**config.mk**
```make
export PLATFORM = sky130hd
export DESIGN_NAME = apb_cmd_master
export DESIGN_NICKNAME = d
export VERILOG_FILES = /design/src/rtl/apb_master_pkg.sv /design/src/rtl/apb_wait_timer.sv /design/src/rtl/apb_cmd_master.sv
export SDC_FILE = /design/constraint.sdc
export NUM_CORES = 1
export LEC_CHECK = 0
export BUFFER_PORTS_ARGS = -buffer_cell sky130_fd_sc_hd__buf_2
export CAP_MARGIN = 10
export CORE_UTILIZATION = 30
export DETAILED_ROUTE_END_ITERATION = 16
export SYNTH_ARGS = -nofsm -noshare
export SYNTH_HDL_FRONTEND = slang
export SYNTH_SLANG_ARGS = --single-unit
```
**constraint.sdc**
```tcl
create_clock -name HCLK -period 4.4 [get_ports HCLK]
set_clock_uncertainty 0.2 [all_clocks]
set_input_delay 0.88 -clock HCLK [delete_from_list [all_inputs] [get_ports HCLK]]
set_output_delay 0.88 -clock HCLK [all_outputs]
set_load 0.01 [all_outputs]
```
**src/rtl/apb_master_pkg.sv**
```systemverilog
// Shared types for the APB command master.
// FSM state encoding and the registered response bundle.
package apb_master_pkg;

    typedef enum logic [1:0] {
        IDLE,
        SETUP,
        ACCESS
    } apb_state_e;

    typedef struct packed {
        logic [31:0] rdata;
        logic        err;
        logic        timeout;
    } apb_rsp_t;

endpackage

```
**src/rtl/apb_wait_timer.sv**
```systemverilog
// Saturating ACCESS-phase wait counter for the APB command master.
// expired flags the last permitted wait cycle; constant 0 when disabled.
module apb_wait_timer
    import apb_master_pkg::*;
#(
    parameter int TIMEOUT_CYCLES = 255,
    parameter int CNT_WIDTH      = (TIMEOUT_CYCLES < 1) ? 1
                                 : $clog2(TIMEOUT_CYCLES + 1)
) (
    input  logic HCLK,
    input  logic HRESET,
    input  logic clear,
    input  logic enable,
    output logic expired
);

    localparam logic [CNT_WIDTH-1:0] LAST =
        CNT_WIDTH'((TIMEOUT_CYCLES > 0) ? TIMEOUT_CYCLES - 1 : 0);

    logic [CNT_WIDTH-1:0] cnt;

    always_ff @(posedge HCLK) begin
        if (HRESET || clear) begin
            cnt <= '0;
        end else if (enable && (cnt != '1)) begin
            cnt <= cnt + 1'b1;
        end
    end

    if (TIMEOUT_CYCLES == 0) begin : g_off
        assign expired = 1'b0;
    end else begin : g_on
        assign expired = (cnt == LAST);
    end

endmodule

```
**src/rtl/apb_cmd_master.sv**
```systemverilog
// APB3 initiator: one valid/ready command becomes one APB transfer
// and yields exactly one registered response beat.
module apb_cmd_master
    import apb_master_pkg::*;
#(
    parameter int APB_ADDR_WIDTH = 12,
    parameter int TIMEOUT_CYCLES = 255,
    parameter int CNT_WIDTH      = (TIMEOUT_CYCLES < 1) ? 1
                                 : $clog2(TIMEOUT_CYCLES + 1)
) (
    input  logic                      HCLK,
    input  logic                      HRESET,
    input  logic                      req_valid_i,
    output logic                      req_ready_o,
    input  logic [APB_ADDR_WIDTH-1:0] req_addr_i,
    input  logic [31:0]               req_wdata_i,
    input  logic                      req_write_i,
    output logic                      rsp_valid_o,
    input  logic                      rsp_ready_i,
    output logic [31:0]               rsp_rdata_o,
    output logic                      rsp_err_o,
    output logic                      rsp_timeout_o,
    output logic [APB_ADDR_WIDTH-1:0] PADDR,
    output logic [31:0]               PWDATA,
    output logic                      PWRITE,
    output logic                      PSEL,
    output logic                      PENABLE,
    input  logic [31:0]               PRDATA,
    input  logic                      PREADY,
    input  logic                      PSLVERR
);

    apb_state_e state, state_n;
    apb_rsp_t   rsp_q;
    logic       accept, done, abort, expired;

    // A held response must drain (possibly this cycle) before a new accept.
    assign req_ready_o = !HRESET && (state == IDLE)
                       && (!rsp_valid_o || rsp_ready_i);

    assign rsp_rdata_o   = rsp_q.rdata;
    assign rsp_err_o     = rsp_q.err;
    assign rsp_timeout_o = rsp_q.timeout;

    apb_wait_timer #(
        .TIMEOUT_CYCLES (TIMEOUT_CYCLES),
        .CNT_WIDTH      (CNT_WIDTH)
    ) u_timer (
        .HCLK    (HCLK),
        .HRESET  (HRESET),
        .clear   (state == SETUP),
        .enable  ((state == ACCESS) && !PREADY),
        .expired (expired)
    );

    always_comb begin
        state_n = state;
        accept  = 1'b0;
        done    = 1'b0;
        abort   = 1'b0;
        unique case (state)
            IDLE: begin
                if (req_valid_i && req_ready_o) begin
                    accept  = 1'b1;
                    state_n = SETUP;
                end
            end
            SETUP: state_n = ACCESS;
            ACCESS: begin
                // PREADY in the expiry cycle still completes normally.
                if (PREADY) begin
                    done    = 1'b1;
                    state_n = IDLE;
                end else if (expired) begin
                    abort   = 1'b1;
                    state_n = IDLE;
                end
            end
            default: state_n = IDLE;
        endcase
    end

    always_ff @(posedge HCLK) begin
        if (HRESET) begin
            state       <= IDLE;
            PADDR       <= '0;
            PWDATA      <= '0;
            PWRITE      <= 1'b0;
            PSEL        <= 1'b0;
            PENABLE     <= 1'b0;
            rsp_valid_o <= 1'b0;
            rsp_q       <= '0;
        end else begin
            state <= state_n;
            if (accept) begin
                PADDR  <= req_addr_i;
                PWDATA <= req_wdata_i;
                PWRITE <= req_write_i;
                PSEL   <= 1'b1;
            end
            if (state == SETUP) begin
                PENABLE <= 1'b1;
            end
            if (done || abort) begin
                PSEL    <= 1'b0;
                PENABLE <= 1'b0;
            end
            if (done) begin
                rsp_valid_o <= 1'b1;
                rsp_q <= '{rdata:   (PWRITE ? 32'h0 : PRDATA),
                           err:     PSLVERR,
                           timeout: 1'b0};
            end else if (abort) begin
                rsp_valid_o <= 1'b1;
                rsp_q <= '{rdata: 32'h0, err: 1'b1, timeout: 1'b1};
            end else if (rsp_valid_o && rsp_ready_i) begin
                rsp_valid_o <= 1'b0;
                rsp_q       <= '0;
            end
        end
    end

endmodule

```
==> metrics.md <==
| Metric | Value |
|---|---|
| HPWL after detailed placement | `6429 um` |
| Maximum clock frequency | `0.3691 GHz` |
| Die Area | `0.01295 mm^2` |
| Detailed Route WL | `9125 um` |
| Cells after synthesis | `375` |
| DR DRC count | `0` |
| Vias | `3193` |
| Post-CTS sizing | `0` |
| Warnings from Yosys | `0` |
| Avg WL per Cell | `12.96 um` |
| Share of cells above drive strength 1 | `0.4254` |
| Total global-route track usage | `0.1424` |
| Commonest non-fill, non-tap cell in the layout | `buf_2` |
| Hold Path Class | `register to register` |
| Status | `finished clean` |
| Fin util | `0.4134` |
| Root buffer cell | `clkbuf_16` |
| H-tree level count | `3` |
| Setup bufs post-CTS | `0` |
| CP startpoint kind | `input pin` |
| First drt pass iteration count | `4` |
| EDFF count, synth | `0` |
| Areal power density over the cells | `378.5 mW/mm^2` |
| Mean post-synth cell area | `10.00 um^2` |
| Worst endpoint required time | `4.42 ns` |
| Global route total overflow | `0` |
| Core ar. | `0.01211 mm^2` |
| Worst-Skew Late Latency | `0.34 ns` |
| Reg-to-reg startpoint | `state[0]$_SDFFE_PP0P_` |
| Critical path class | `input pin to register` |
| Hold wc startpoint | `rsp_timeout_o$_SDFFE_PP0P_` |
| Slew Viols, Final | `0` |
| Commonest cells after routing, fill and taps aside | `buf_2 (165), dfxtp_1 (92), nor2b_1 (45)` |
| Sink Count | `92` |
| Port bufs | `165` |
| Final period util | `0.6158` |
| CTS tree | `yes` |
| Crit-path max FO | `46` |
| Placed cells | `687` |
| Leakage Power | `0.002413 uW` |
| DR vias/cell | `4.536` |
| Num CTS Buffers | `9` |
| Largest net degree at the start of global routing | `51` |
| Crit path DAT | `2.73 ns` |
| Cell Area, Synth | `0.003750 mm^2` |
| FFs w/ async S/R, synth | `0` |
| Worst slew margin | `0.2207` |
| Final Hold Fails | `0` |
| Worst-path clk slew | `0.06 ns` |
| Layout area overhead | `33.53%` |
| Antenna Diode Count | `0` |
| Post-route minimum period | `2.709 ns` |
| Number of global-route vias before repair | `3065` |
| Std cell rows | `40` |
| Crit path depth | `4` |
| Top-level port count | `166` |
| Post-synth cell types | `40` |
| Worst Path Buf+Inv | `1` |
| Worst slew pin tran | `1.166 ns` |
| CP max-delay cell | `nand3_2` |
| Fin cells | `704` |
| Final setup fails | `0` |
| Clock Path Buffers | `2` |
| Critical Path Max Stage Delay | `0.87 ns` |
| Final Cell Area | `0.005007 mm^2` |
| Initial DRC Count | `178` |
| Net Count, Synth | `460` |
| R2R Setup Slk | `1.79 ns` |
| Initial Util | `0.3096` |
| Cells on worst reg2reg path | `3` |
| Synthesis-stage register bit count | `92` |
| Peak VDD IR | `0.2666 mV` |
| Pwr Total | `1895 uW` |
| Critical path origin | `HRESET` |
| Cell Area, Placed | `0.004690 mm^2` |
| Post-route ant nets | `0` |
| Max Cap Viol | `0` |
| Cts hold-fix bufs | `0` |
| Hold Path Stages | `2` |
| Chip Width | `113.8 um` |
| Top delay family on crit path | `simple AND/OR/NAND/NOR gates` |
| Die span in y | `113.8 um` |
| Final #Nets | `616` |
| Critical-path cell list | `buf_2 > nor3_2 > nand3_2 > mux2_1` |
| Crit end category | `register` |
| Setup tns final | `0 ns` |
| Initial antenna violation count | `0` |
| GP Congestion | `0.7907` |
| Fillers | `1226` |
| Register area share after synthesis | `0.4912` |
| RSZ-0062 raised after global routing | `no` |
| Main synth FF type | `dfxtp_1` |
| First-pass GRT wire length | `14480 um` |
==> routing by layer <==
layer	track usage	share of wire
met1	0.1662	0.44
met2	0.2325	0.45
met3	0.06695	0.095
met4	0.04242	0.010
met5	0	0
==> worst reg2reg max path: stages (launching register included) <==
cell     delay, ns
dfxtp_1       0.44
nor3_2        0.32
nand3_2       0.87
mux2_1        0.68
==> stage by stage <==
| step | hold slack [ns] | worst slack [ns] |
|---|---|---|
| 2_1_floorplan | 0.2805 | 2.083 |
| 3_3_place_gp | 0.2495 | 1.274 |
| 3_5_place_dp | 0.2537 | 1.201 |
| 4_1_cts | 0.2620 | 1.565 |
| 5_1_grt | 0.2813 | 1.536 |
| 6_report | 0.2591 | 1.691 |
==> final timing paths <==
check                                     to
setup / recovery       PADDR[1]$_SDFFE_PP0P_
hold / removal    rsp_timeout_o$_SDFFE_PP0P_
setup reg to reg       PADDR[1]$_SDFFE_PP0P_
hold reg to reg   rsp_timeout_o$_SDFFE_PP0P_
==> cells in the mapped netlist, drive strengths merged (5+ instances only) <==
library cell  count  area, um^2
a31oi             6       37.54
clkbuf           10       38.78
o32ai            32       280.3
buf              13       72.57
dfxtp            92        1842
nor3              6       46.30
nor2b            45       281.5
inv              39       146.4
a211oi            5       37.54
nand3             5       30.03
nand2            39       146.4
mux2             45       506.7
==> state kept, by name (all words and copies together), names as in the netlist, 2 cells and up <==
| name | count |
|---|---|
| rsp_rdata_o | 32 |
| state | 2 |
| PWDATA | 32 |
| u_timer.cnt | 8 |
| PADDR | 12 |
==> where the power goes <==
| group | switching (uW) | leakage [uW] | total (uW) | internal, uW |
|---|---|---|---|---|
| sequential | 22.5 | 0.000751 | 899 | 877 |
| clock | 325 | 0.000146 | 783 | 458 |
| combinational | 100 | 0.00152 | 213 | 113 |
| total | 448 | 0.00241 | 1900 | 1450 |
==> layout make-up <==
| cell class | instances | area (um^2) | share of cell area |
|---|---|---|---|
| Clock buffer | 11 | 242.7 | 0.04848 |
| Clock inverter | 5 | 60.06 | 0.01199 |
| Inverter | 39 | 146.4 | 0.02924 |
| Multi-Input combinational cell | 221 | 1650 | 0.3296 |
| Sequential cell | 92 | 1842 | 0.3678 |
| Tap cell | 168 | 210.2 | 0.04198 |
| Timing Repair Buffer | 168 | 855.8 | 0.1709 |
==> logic make-up after synthesis <==
kind of cell | after synthesis | synth area share
adders and majority gates | 2 | 0.006672
muxes | 47 | 0.1405
DFF | 92 | 0.4912
buffers and inverters | 62 | 0.06873
AOI/OAI and AO/OA | 53 | 0.1124
and+or+nand+nor | 119 | 0.1805
Note: power is estimated with default switching activity, not from simulation.
